**config.mk**
```make
export PLATFORM = sky130hd
export DESIGN_NAME = wb_bus_router_flat
export DESIGN_NICKNAME = d
export VERILOG_FILES = /design/src/rtl/wb_bus_router_if.sv /design/src/rtl/wb_bus_router.sv /design/src/flat_wrapper.sv
export SDC_FILE = /design/constraint.sdc
export NUM_CORES = 1
export LEC_CHECK = 0
export BUFFER_PORTS_ARGS = -buffer_cell sky130_fd_sc_hd__buf_4
export CAP_MARGIN = 30
export CORE_UTILIZATION = 46
export DETAILED_ROUTE_END_ITERATION = 6
export PLACE_DENSITY = 0.88
export SLEW_MARGIN = 5
export SYNTH_ARGS = -nofsm -noshare
export SYNTH_HDL_FRONTEND = slang
export SYNTH_SLANG_ARGS = --single-unit
```
**constraint.sdc**
```tcl
create_clock -name clk -period 2 [get_ports clk]
set_clock_uncertainty 0.2 [all_clocks]
set_input_delay 0.2 -clock clk [delete_from_list [all_inputs] [get_ports clk]]
set_output_delay 0.2 -clock clk [all_outputs]
set_load 0.02 [all_outputs]
```
**src/rtl/wb_bus_router_if.sv**
```systemverilog
// ---------------------------------------------------------------------------
// wb_bus_router_if
// Bundles the CPU strobe bus and the N-slave Wishbone bus handled by
// wb_bus_router.
//   CPU side : cs, we, addr, din  -> router ; dout, rdy, err <- router
//   WB side  : wb_stbo, wb_rwo, wb_adro, wb_dato <- router
//              wb_acki, wb_dati                  -> router
// Modports:
//   slave  - the router's view (it serves the CPU and drives the slaves)
//   master - the environment's view (CPU plus the Wishbone slaves)
// ---------------------------------------------------------------------------
interface wb_bus_router_if #(
  parameter int NUM_SLAVES = 3,
  parameter int ADDR_W     = 8,
  parameter int DATA_W     = 8
);
  logic                         cs;
  logic                         we;
  logic [ADDR_W-1:0]            addr;
  logic [DATA_W-1:0]            din;
  logic [DATA_W-1:0]            dout;
  logic                         rdy;
  logic                         err;
  logic [NUM_SLAVES-1:0]        wb_stbo;
  logic                         wb_rwo;
  logic [ADDR_W-1:0]            wb_adro;
  logic [DATA_W-1:0]            wb_dato;
  logic [NUM_SLAVES-1:0]        wb_acki;
  logic [NUM_SLAVES*DATA_W-1:0] wb_dati;

  modport slave (
    input  cs, we, addr, din, wb_acki, wb_dati,
    output dout, rdy, err, wb_stbo, wb_rwo, wb_adro, wb_dato
  );

  modport master (
    output cs, we, addr, din, wb_acki, wb_dati,
    input  dout, rdy, err, wb_stbo, wb_rwo, wb_adro, wb_dato
  );
endinterface

```
**src/rtl/wb_bus_router.sv**
```systemverilog
// ---------------------------------------------------------------------------
// wb_bus_router
// CPU-to-Wishbone bridge and N-slave router. A level cs from the CPU starts
// one Wishbone transfer to the slave whose 4-bit bank ID matches the top
// nibble of addr (lowest index wins). Read data is taken from the selected
// slave only. Unmapped banks complete immediately with an error; when the
// timeout is built in, a slave that never acks also completes with an error.
//
// Ports:
//   clk  - system clock
//   rst  - asynchronous active-low reset
//   bus  - wb_bus_router_if.slave (CPU strobe bus + Wishbone master bus)
//
// Build option:
//   WB_BUS_ROUTER_TIMEOUT_EN - when defined, BUSY gives up after TIMEOUT
//   cycles without an ack. When undefined there is no counter, BUSY waits
//   forever and TIMEOUT has no effect.
// ---------------------------------------------------------------------------
module wb_bus_router #(
  parameter int                          NUM_SLAVES  = 3,
  parameter int                          ADDR_W      = 8,
  parameter int                          DATA_W      = 8,
  parameter logic [4*NUM_SLAVES-1:0]     SLAVE_BANKS = {4'h1, 4'h2, 4'h0},
  parameter int                          TIMEOUT     = 255,
  parameter logic [DATA_W-1:0]           ERR_DATA    = {DATA_W{1'b1}}
) (
  input  logic             clk,
  input  logic             rst,
  wb_bus_router_if.slave   bus
);

  if (NUM_SLAVES < 1 || NUM_SLAVES > 16 || ADDR_W < 4 ||
      TIMEOUT < 1 || TIMEOUT > 65535) begin : g_param_check
    $error("wb_bus_router: parameter out of range");
  end

  typedef enum logic [1:0] {
    ST_IDLE,
    ST_BUSY,
    ST_HOLD
  } state_e;

  state_e                state_q, state_d;
  logic [NUM_SLAVES-1:0] stbo_q,  stbo_d;
  logic                  rwo_q,   rwo_d;
  logic [ADDR_W-1:0]     adro_q,  adro_d;
  logic [DATA_W-1:0]     dato_q,  dato_d;
  logic [DATA_W-1:0]     dout_q,  dout_d;
  logic                  rdy_q,   rdy_d;
  logic                  err_q,   err_d;

`ifdef WB_BUS_ROUTER_TIMEOUT_EN
  localparam logic [15:0] TMO_LAST = 16'(TIMEOUT - 1);
  logic [15:0]           cnt_q,   cnt_d;
`endif

  // Bank decode of the live CPU address. Scanning from the top index down
  // lets the lowest matching slave overwrite any higher match.
  logic                  hit;
  logic [NUM_SLAVES-1:0] hit_oh;

  always_comb begin
    hit    = 1'b0;
    hit_oh = '0;
    for (int i = NUM_SLAVES - 1; i >= 0; i--) begin
      if (bus.addr[ADDR_W-1 -: 4] == SLAVE_BANKS[4*i +: 4]) begin
        hit       = 1'b1;
        hit_oh    = '0;
        hit_oh[i] = 1'b1;
      end
    end
  end

  // Only the selected slave's ack and data matter; the strobe register is
  // one-hot, so it doubles as the mux select.
  logic              ack;
  logic [DATA_W-1:0] rd_data;

  always_comb begin
    ack     = |(bus.wb_acki & stbo_q);
    rd_data = '0;
    for (int i = 0; i < NUM_SLAVES; i++) begin
      if (stbo_q[i]) rd_data = bus.wb_dati[DATA_W*i +: DATA_W];
    end
  end

  // NOTE: every signal gets its hold value before the case statement, so no
  // path through this block can leave one unassigned and infer a latch.
  always_comb begin
    state_d = state_q;
    stbo_d  = stbo_q;
    rwo_d   = rwo_q;
    adro_d  = adro_q;
    dato_d  = dato_q;
    dout_d  = dout_q;
    rdy_d   = rdy_q;
    err_d   = err_q;
`ifdef WB_BUS_ROUTER_TIMEOUT_EN
    cnt_d   = cnt_q;
`endif

    case (state_q)
      ST_IDLE: begin
        if (bus.cs) begin
          rwo_d  = bus.we;
          adro_d = bus.addr;
          dato_d = bus.din;
          if (hit) begin
            stbo_d  = hit_oh;
            state_d = ST_BUSY;
`ifdef WB_BUS_ROUTER_TIMEOUT_EN
            cnt_d   = '0;
`endif
          end else begin
            // Unmapped bank: finish at once, never touch the bus.
            rdy_d   = 1'b1;
            err_d   = 1'b1;
            dout_d  = ERR_DATA;
            state_d = ST_HOLD;
          end
        end
      end

      ST_BUSY: begin
        // An ack wins over a timeout expiring in the same cycle.
        if (ack) begin
          stbo_d  = '0;
          dout_d  = rwo_q ? '0 : rd_data;
          rdy_d   = 1'b1;
          err_d   = 1'b0;
          state_d = ST_HOLD;
        end
`ifdef WB_BUS_ROUTER_TIMEOUT_EN
        else if (cnt_q == TMO_LAST) begin
          stbo_d  = '0;
          dout_d  = ERR_DATA;
          rdy_d   = 1'b1;
          err_d   = 1'b1;
          state_d = ST_HOLD;
        end else begin
          cnt_d = cnt_q + 16'd1;
        end
`endif
      end

      ST_HOLD: begin
        // dout keeps the last result after the handshake closes.
        if (!bus.cs) begin
          rdy_d   = 1'b0;
          err_d   = 1'b0;
          state_d = ST_IDLE;
        end
      end

      default: begin
        stbo_d  = '0;
        state_d = ST_IDLE;
      end
    endcase
  end

  // NOTE: state registers use non-blocking assignments so every flop samples
  // the values from before this edge, independent of process ordering.
  always_ff @(posedge clk or negedge rst) begin
    if (!rst) begin
      state_q <= ST_IDLE;
      stbo_q  <= '0;
      rwo_q   <= 1'b0;
      adro_q  <= '0;
      dato_q  <= '0;
      dout_q  <= '0;
      rdy_q   <= 1'b0;
      err_q   <= 1'b0;
`ifdef WB_BUS_ROUTER_TIMEOUT_EN
      cnt_q   <= '0;
`endif
    end else begin
      state_q <= state_d;
      stbo_q  <= stbo_d;
      rwo_q   <= rwo_d;
      adro_q  <= adro_d;
      dato_q  <= dato_d;
      dout_q  <= dout_d;
      rdy_q   <= rdy_d;
      err_q   <= err_d;
`ifdef WB_BUS_ROUTER_TIMEOUT_EN
      cnt_q   <= cnt_d;
`endif
    end
  end

  assign bus.wb_stbo = stbo_q;
  assign bus.wb_rwo  = rwo_q;
  assign bus.wb_adro = adro_q;
  assign bus.wb_dato = dato_q;
  assign bus.dout    = dout_q;
  assign bus.rdy     = rdy_q;
  assign bus.err     = err_q;

endmodule

```
**src/flat_wrapper.sv**
```systemverilog
// flat-port wrapper written by rule: the top's interface ports become plain ports
module wb_bus_router_flat 
#(
  parameter int                          NUM_SLAVES  = 3,
  parameter int                          ADDR_W      = 8,
  parameter int                          DATA_W      = 8,
  parameter logic [4*NUM_SLAVES-1:0]     SLAVE_BANKS = {4'h1, 4'h2, 4'h0},
  parameter int                          TIMEOUT     = 255,
  parameter logic [DATA_W-1:0]           ERR_DATA    = {DATA_W{1'b1}}
)
  (clk, rst, bus_cs, bus_we, bus_addr, bus_din, bus_wb_acki, bus_wb_dati, bus_dout, bus_rdy, bus_err, bus_wb_stbo, bus_wb_rwo, bus_wb_adro, bus_wb_dato);
  wb_bus_router_if #(.NUM_SLAVES(NUM_SLAVES), .ADDR_W(ADDR_W), .DATA_W(DATA_W)) bus_i ();
  input  logic clk;
  input  logic rst;
  input wire logic [$bits(bus_i.cs)-1:0] bus_cs;
  input wire logic [$bits(bus_i.we)-1:0] bus_we;
  input wire logic [$bits(bus_i.addr)-1:0] bus_addr;
  input wire logic [$bits(bus_i.din)-1:0] bus_din;
  input wire logic [$bits(bus_i.wb_acki)-1:0] bus_wb_acki;
  input wire logic [$bits(bus_i.wb_dati)-1:0] bus_wb_dati;
  output wire logic [$bits(bus_i.dout)-1:0] bus_dout;
  output wire logic [$bits(bus_i.rdy)-1:0] bus_rdy;
  output wire logic [$bits(bus_i.err)-1:0] bus_err;
  output wire logic [$bits(bus_i.wb_stbo)-1:0] bus_wb_stbo;
  output wire logic [$bits(bus_i.wb_rwo)-1:0] bus_wb_rwo;
  output wire logic [$bits(bus_i.wb_adro)-1:0] bus_wb_adro;
  output wire logic [$bits(bus_i.wb_dato)-1:0] bus_wb_dato;
  assign bus_i.cs = bus_cs;
  assign bus_i.we = bus_we;
  assign bus_i.addr = bus_addr;
  assign bus_i.din = bus_din;
  assign bus_i.wb_acki = bus_wb_acki;
  assign bus_i.wb_dati = bus_wb_dati;
  assign bus_dout = bus_i.dout;
  assign bus_rdy = bus_i.rdy;
  assign bus_err = bus_i.err;
  assign bus_wb_stbo = bus_i.wb_stbo;
  assign bus_wb_rwo = bus_i.wb_rwo;
  assign bus_wb_adro = bus_i.wb_adro;
  assign bus_wb_dato = bus_i.wb_dato;
  wb_bus_router #(.NUM_SLAVES(NUM_SLAVES), .ADDR_W(ADDR_W), .DATA_W(DATA_W), .SLAVE_BANKS(SLAVE_BANKS), .TIMEOUT(TIMEOUT), .ERR_DATA(ERR_DATA)) u_core (.clk(clk), .rst(rst), .bus(bus_i));
endmodule
```
======== Word-level counts from Yosys, hierarchy flattened ========
Index checks and enable logic that the tools add are counted.
W data, S select, Z words.
operators by class
  add/sub/neg operators ................... 0
  multipliers ............................. 0
  divide/modulo/power cells ............... 0
  order comparisons ....................... 0
  equal/unequal tests ..................... 9
  shift-type cells ........................ 0
  muxes and demuxes ....................... 30
  bitwise gates (word level) .............. 2
  reduce and logical (&&, ||, !) cells .... 10
operator list
  kind                  count
  $mux W8               7
  $mux W3               6
  $pmux W8 S2           1
  $pmux W3 S3           1
  $mux W1               8
  $mux W2               4
  $reduce_and A4 Y1     2
  $ne A2 B2 Y1 const B  3
  $pmux W1 S3           2
  $pmux W2 S3           1
  $reduce_and A5 Y1     1
  $eq A4 B1 Y1 const B  1
  $eq A4 B2 Y1 const B  1
  $logic_not A4 Y1      1
  $ne A2 B1 Y1 const B  2
  $and A3 B3 Y3         1
  $reduce_and A3 Y1     1
  $reduce_bool A3 Y1    1
  $reduce_or A3 Y1      1
  $eq A2 B1 Y1 const B  1
  $eq A2 B2 Y1 const B  1
  $logic_not A2 Y1      1
  $reduce_and A2 Y1     1
  $reduce_bool A2 Y1    1
  $not A1 Y1            1
storage, ports and cells
  register bits after elaboration ......... 32
  latch bits .............................. 0
  RAM bits ................................ 0
  memory bits (read-only) ................. 0
  output and inout bits ................... 30
  logic and storage cells ................. 59
  memories ................................ 0

======== Logic depth before layout (Yosys ltp) ========
Gate-level depths: netlist (run 1).
  depth in word-level cells ............... 7
  depth in mapped cells ................... 7
  depth with buffers taken out ............ 6

======== Least setup slack after synthesis (run 1) ========
No wires, ideal clock.
  path kind ............................... flip-flop to flip-flop
  from .................................... register u_core.state_q[0]
  to ...................................... register u_core.adro_q[4] (netlist: u_core.bus.wb_adro[4])
  arrival time ............................ 1.482 ns
  data required time ...................... 1.675 ns
  path slack .............................. 0.194 ns
  cell stages (with the launch flop) ...... 7
  clock period less this slack ............ 1.806 ns
  path through ............................ dfrtp_1 -> inv_1 -> ha_1 -> buf_4 -> nand2_2 -> buf_2 -> mux2_2
on the way
  word-level cells in the longest chain between the ends .. 2
RTL lines
  what                                RTL line              source
  start, declared                     wb_bus_router.sv:43   state_e state_q, state_d;
  start signal, assigned              wb_bus_router.sv:178  state_q <= state_d;
  $logic_not A2 Y1                    wb_bus_router.sv:102  case (state_q)
  $reduce_and A2 Y1 (no source line)  -
  end signal, assigned                wb_bus_router.sv:181  adro_q <= adro_d;
  end, declared                       wb_bus_router.sv:46   logic [ADDR_W-1:0] adro_q, adro_d;
No other way between the ends.
A chain may end at the register's enable or synchronous reset.

======== Final worst setup path (run 1) ========
  from .................................... register u_core.state_q[0]
  to ...................................... register u_core.dout_q[3] (netlist: u_core.bus.dout[3])
on the way
  word-level cells in the longest chain between the ends .. 3
RTL lines
  what                                                   RTL line              source
  $eq A2 B1 Y1 or $logic_not A2 Y1 (tied branches)       wb_bus_router.sv:102
  $ne A2 B1 Y1 (no source line) (tied with other cells)  -
  $reduce_and A4 Y1 (no source line)                     -
  end signal, assigned                                   wb_bus_router.sv:183  dout_q <= dout_d;
  end, declared                                          wb_bus_router.sv:48   logic [DATA_W-1:0] dout_q, dout_d;
Several ways; a longest one is shown, not always the timed one.

==> results of run 1 <==
-- timing repair --
item / CTS / global route
hold buffers: 18 / 0
resized for setup: 0 / 1
endpoints found under the hold margin: 49 / 0
endpoints found under the setup margin: 0 / 8
-- area by class of cell --
| cell class | count | area [um2] | share of cell area |
|---|---|---|---|
| flip-flops and latches | 32 | 801 | 0.318 |
| multi-input cells | 86 | 798 | 0.317 |
| repair buffers | 99 | 788 | 0.313 |
| clock buffers | 8 | 58.8 | 0.0233 |
| well taps | 46 | 57.6 | 0.0229 |
| inverters | 4 | 15.0 | 0.00596 |
-- cell usage after synthesis --
master,number
mux2i_1,2
a31oi_1,2
dfrtp_1,32
nand2_1,5
buf_1,1
a21oi_2,1
ha_1,4
nor2_1,1
a21oi_1,3
a32oi_2,1
mux2_2,17
o21ai_2,1
nand3_1,1
buf_2,4
buf_6,1
a41oi_1,1
a221oi_1,8
o41ai_1,1
nand3b_4,1
and3_1,1
nor3b_1,2
inv_1,4
o31ai_1,8
mux2_1,3
and2b_1,1
a211o_1,1
a22oi_2,1
nor2b_1,9
nor3_1,1
mux2_4,8
nand2_2,2
buf_4,1
-- flip-flops by register name, summed over array words and instances, names as in the netlist --
signal,cells
u_core.bus.wb_dato,8
u_core.bus.wb_stbo,3
u_core.bus.wb_rwo,1
u_core.bus.rdy,1
u_core.state_q,2
u_core.bus.err,1
u_core.bus.wb_adro,8
u_core.bus.dout,8
-- metal layers --
| layer | global-route usage | part of all wire | vias to the layer above |
|---|---|---|---|
| li1 | - | - | 675 |
| met1 | 0.269 | 0.41 | 673 |
| met2 | 0.436 | 0.47 | 82 |
| met3 | 0.0870 | 0.11 | 7 |
| met4 | 0.0476 | 0.013 | 0 |
| met5 | 0 | 0 | - |
-- logic make-up (layout without fill, tap and decap cells) --
| group | count (synthesis) | in the layout | share of synthesized area |
|---|---|---|---|
| and+or+nand+nor | 24 | 24 | 0.0908 |
| buffers and inverters | 11 | 111 | 0.0348 |
| AOI/OAI and AO/OA | 28 | 28 | 0.139 |
| adders and majority gates | 4 | 4 | 0.0303 |
| DFF | 32 | 32 | 0.484 |
| muxes | 30 | 30 | 0.221 |
-- final timing paths --
| kind | end |
|---|---|
| setup / recovery | u_core.bus.dout[3] |
| hold / removal | u_core.bus.err |
| setup reg to reg | u_core.bus.dout[3] |
| hold reg to reg | u_core.bus.wb_adro[4] |
| max in group asynchronous | u_core.bus.wb_adro[0] |
| min in group asynchronous | u_core.bus.dout[4] |
-- critical path, delay by kind of cell, from the launching register on --
family	cells	cell delay, ps
adder cells (fa/ha/maj)	1	310
buffers and inverters	1	110
flip-flops	1	410
multiplexers	1	320
AND/OR/NAND/NOR	2	430
-- stage by stage --
step           std cells  total power, mW  setup WS (ps)  hold WS, ps  instance area, um2
2_1_floorplan        129             2.29            194         -296                1650
3_3_place_gp         249             2.95            103        -46.1                2280
3_5_place_dp         249             3.01           26.4        -35.4                2280
4_1_cts              275             3.44           7.89         8.43                2520
5_1_grt              275             3.65           8.34         45.6                2520
6_report             275             3.43            101         39.4                2520
-- power by group through the flow --
| stage | Combinational (mW) | Clock (mW) | Sequential, mW |
|---|---|---|---|
| 5_1_grt | 2.03 | 0.433 | 1.19 |
| 3_5_place_dp | 1.86 | 0 | 1.15 |
| 2_1_floorplan | 0.847 | 0 | 1.44 |
| 4_1_cts | 1.89 | 0.406 | 1.14 |
| 6_report | 1.89 | 0.390 | 1.14 |
| 3_3_place_gp | 1.81 | 0 | 1.13 |
==> reports/results.txt, run 1 <==
Site Rows: 21
Fin Setup TNS: 0 ps
Die area: 0.00384 mm2
Final setup violation count: 0
Largest cells by area after synthesis: dfrtp_1 (48%), mux2_2 (12%), mux2_4 (7.3%), a221oi_1 (4.2%), o31ai_1 (3.6%)
Tightest Pin Transition: 402 ps
Wire per inst: 15.3 um
Worst VDD drop: 0.000872 V
Worst Reg-to-Reg Cells: 5
FF-to-FF Start: u_core.state_q[0]
Setup bufs post-CTS: 0
Clk_lat worst skew: 340 ps
IO Pins: 77
Reg-to-reg slack, setup: 100 ps
Syn Area/Cell: 12.8 um2
Clock share of power: 0.114
Critical Path AT: 1920 ps
Worst Setup SP: u_core.state_q[0]
Slew Limit Headroom: 0.732
Initial Utilization: 0.488
Area Growth Syn to Fin: 52.3%
TritonCTS Buffers: 5
First-pass GRT wire length: 6510 um
Largest net degree at the start of global routing: 33
Outcome: complete, no violations
Crit path largest cell delay: 410 ps
Final design utilization: 0.743
Clk pin slew, worst setup/hold paths: 110 ps
Crit path max fanout: 9
Number of global-route vias before repair: 1441
Nets: 279
Commonest cells after routing, fill and taps aside: buf_4 (81), dfrtp_1 (32), dlygate4sd3_1 (18)
Switching portion of total power: 0.398
RSZ-0062 raised after global routing: no
Fin crit share: 0.949
Top cell type by total area after synthesis: dfrtp_1
Grt total ovfl: 0
FMAX: 0.527 GHz
Placer Congestion: 0.776
Vias: 1437
Overall routing resource usage: 0.240
Share of layout cells above drive strength 1: 0.524
Crit path time final: 1900 ps
Kind of critical path: flip-flop to flip-flop
Iter 0 DRT Violations: 60
Port buffer count: 76
Worst Hold Launch: bus_cs
WP data required: 2020 ps
Int Power: 2.06 mW
Commonest non-fill, non-tap cell in the layout: buf_4
Post-synthesis sequential element count: 32
H-tree levels: 2
Count of pins over their slew limit: 0
Crit-path cells: inv_1, ha_2, nand3_1, nand3b_4, mux2_4
Hold Path Depth: 3
CP Launch Type: flip-flop
Hold Path Class: primary input to flip-flop
Ant diodes: 0
Combinational fraction of design power: 0.553
Yosys warns: 0
Final Hold Fails: 0
Die width: 62.0 um
Flop pwr share: 0.334
Core area: 0.00339 mm2
WL final: 4220 um
Syn nets: 180
Cell Area, Synth: 0.00165 mm2
FILL cells: 250
Post-synth top area share: 0.484
Clock Tree Root: clkbuf_4
CTS tree: built
Die height: 62.0 um
Pwr per Cell Area: 1360 mW/mm2
Max_cap viols: 0
Syn Inst Count: 129
Detail Placement HPWL: 2920 um
Routed vias/inst: 5.23
Clk buf depth: 2
CTS Sinks: 32
Initial antenna violation count: 0
Net Sw Power: 1.37 mW
Distinct cells, synth: 32
Post-synthesis sequential area ratio: 0.484
Crit-path slowest cell: dfrtp_1
Worst Setup End Kind: flip-flop
Leak: 1.16 nW
Antenna-violating nets left: 0
# DRC: 0
DRT Pass-1 Iters: 4
Note: power is estimated with default switching activity, not from simulation.
==> run 2, diff against run 1 <==
--- a/config.mk
+++ b/config.mk
@@ -7,6 +7,7 @@
 export LEC_CHECK = 0
 export BUFFER_PORTS_ARGS = -buffer_cell sky130_fd_sc_hd__buf_4
 export CAP_MARGIN = 30
+export CORE_ASPECT_RATIO = 1.2
 export CORE_UTILIZATION = 46
 export DETAILED_ROUTE_END_ITERATION = 6
 export PLACE_DENSITY = 0.88
==> run 2 against run 1 <==
Against the previous run: the flow now finishes with violations (design-rule violations); worst setup slack improved by 30 ps; die area barely moved; via count did not move; largest cell class unchanged; largest power group unchanged.
==> reports/results.txt, run 2 (same netlist as run 1, synthesis figures left out) <==
Outcome: finished, violations left (was complete, no violations)
Violated checks: design-rule violations
Overall routing resource usage: 0.231 (was 0.240)
Crit-path cells: inv_1, ha_1, nand3_1, nand3b_4, mux2_4 (was inv_1, ha_2, nand3_1, nand3b_4, mux2_4)
Site Rows: 23 (was 21)
CTS tree: built (unchanged)
Worst Setup End Kind: flip-flop (unchanged)
Final setup violation count: 0 (unchanged)
WL final: 4270 um (was 4220 um)
Commonest non-fill, non-tap cell in the layout: buf_4 (unchanged)
CP Buf/Inv Count: 1 (unchanged)
Hold_buf cts: 18 (unchanged)
WP data required: 1970 ps (was 2020 ps)
Commonest cells after routing, fill and taps aside: buf_4 (82), dfrtp_1 (32), dlygate4sd3_1 (18) (was buf_4 (81), dfrtp_1 (32), dlygate4sd3_1 (18))
DRT Pass-1 Iters: 6 (was 4)
Grt total ovfl: 0 (unchanged)
CTS Sinks: 32 (unchanged)
Area Growth Syn to Fin: 54.0% (was 52.3%)
Core area: 0.00340 mm2 (was 0.00339 mm2)
Die area: 0.00384 mm2 (about the same)
Crit path max fanout: 8 (was 9)
Fin crit share: 0.935 (was 0.949)
Initial Utilization: 0.487 (was 0.488)
Vias: 1437 (unchanged)
IO Pins: 77 (unchanged)
CP Launch Type: flip-flop (unchanged)
Fin Setup TNS: 0 ps (unchanged)
Tightest Pin Transition: 410 ps (was 402 ps)
Nets: 280 (was 279)
FF-to-FF Start: u_core.state_q[0] (unchanged)
Worst Reg-to-Reg Cells: 5 (unchanged)
FMAX: 0.535 GHz (was 0.527 GHz)
Detail Placement HPWL: 3020 um (was 2920 um)
Port buffer count: 76 (unchanged)
FILL cells: 246 (was 250)
Die height: 67.7 um (was 62.0 um)
Iter 0 DRT Violations: 77 (was 60)
Ant diodes: 0 (unchanged)
FF-to-FF End: u_core.bus.dout[6] (was u_core.bus.dout[3])
Clk pin slew, worst setup/hold paths: 60 ps (was 110 ps)
Slew Limit Headroom: 0.727 (was 0.732)
Hold Crit Endpoint: u_core.bus.rdy (was u_core.bus.err)
# DRC: 18 (was 0)
Hold Path Depth: 3 (unchanged)
Clock Tree Root: clkbuf_8 (was clkbuf_4)
Crit-path slowest cell: dfrtp_1 (unchanged)
H-tree levels: 2 (unchanged)
RSZ-0062 raised after global routing: no (unchanged)
Routed vias/inst: 5.38 (was 5.23)
Initial antenna violation count: 0 (unchanged)
DP Cell Count: 241 (was 249)
Placer Congestion: 0.830 (was 0.776)
Clk buf depth: 2 (unchanged)
TritonCTS Buffers: 5 (unchanged)
Die width: 56.7 um (was 62.0 um)
Layout Cells excl Fill: 267 (was 275)
Kind of critical path: flip-flop to flip-flop (unchanged)
Overall power: 3.54 mW (was 3.43 mW)
CTS resizes: 0 (unchanged)
Final Hold Fails: 0 (unchanged)
Reg-to-reg slack, setup: 130 ps (was 100 ps)
Wire per inst: 16.0 um (was 15.3 um)
Critical Path AT: 1840 ps (was 1920 ps)
Largest delay share family, worst path: simple AND/OR/NAND/NOR gates (unchanged)
Hold Path Class: primary input to flip-flop (unchanged)
Setup bufs post-CTS: 0 (unchanged)
Worst Hold Launch: bus_cs (unchanged)
Largest net degree at the start of global routing: 33 (unchanged)
Max_cap viols: 0 (unchanged)
Antenna-violating nets left: 0 (unchanged)
First-pass GRT wire length: 6570 um (was 6510 um)
Crit path time final: 1870 ps (was 1900 ps)
Count of pins over their slew limit: 0 (unchanged)
Clk_lat worst skew: 280 ps (was 340 ps)
Leak: 1.18 nW (was 1.16 nW)
Share of layout cells above drive strength 1: 0.526 (was 0.524)
Number of global-route vias before repair: 1452 (was 1441)
Worst VDD drop: 0.000953 V (was 0.000872 V)
Crit path largest cell delay: 400 ps (was 410 ps)
Pwr per Cell Area: 1390 mW/mm2 (was 1360 mW/mm2)
## run 2: how the worst max path moves through the flow
stage                            from               endpoint  slack (ps)  depth (start not counted)
finish              u_core.state_q[0]     u_core.bus.dout[6]         130                          5
CTS                 u_core.state_q[0]     u_core.bus.dout[6]         110                          5
global placement    u_core.state_q[0]     u_core.bus.dout[0]         210                          5
detailed placement  u_core.state_q[1]     u_core.bus.dout[3]         150                          5
global route        u_core.state_q[0]     u_core.bus.dout[6]          40                          5
floorplan           u_core.state_q[0]  u_core.bus.wb_adro[4]         190                          6
## run 2: metal layers
metal | global-route usage | wire length [um]
met4 | 0.125 | 118
met3 | 0.0613 | 326
met1 | 0.246 | 1560
met2 | 0.418 | 2270
met5 | 0 | 0
## run 2: power breakdown
part	internal, mW	total [mW]	switching, mW
clock	0.279	0.513	0.234
sequential	0.942	1.14	0.197
combinational	0.950	1.89	0.938
total	2.17	3.54	1.37
## run 2: layout make-up
| type | count | area (um2) | area share |
|---|---|---|---|
| Tap cell | 37 | 46.3 | 0.0182 |
| Multi-Input combinational cell | 86 | 796 | 0.312 |
| Clock inverter | 1 | 7.51 | 0.00295 |
| Sequential cell | 32 | 801 | 0.314 |
| Timing Repair Buffer | 100 | 796 | 0.312 |
| Clock buffer | 7 | 86.3 | 0.0339 |
| Inverter | 4 | 15.0 | 0.00589 |
## run 2: stage by stage
stage                     area [um2]  hold slack [ps]   util  setup WS, ps
after detailed placement        2270            -35.4  0.669           146
after CTS                       2550             90.7  0.750           112
after floorplan                 1650             -296      -           194
final                           2550             86.3  0.750           131
after global routing            2550              106  0.750          44.1
after global placement          2270            -40.7  0.669           205
## run 2: tightest hold or removal path, stage by stage
cell	delay (ps)
buf_4	110
o41ai_1	70
a21oi_1	140
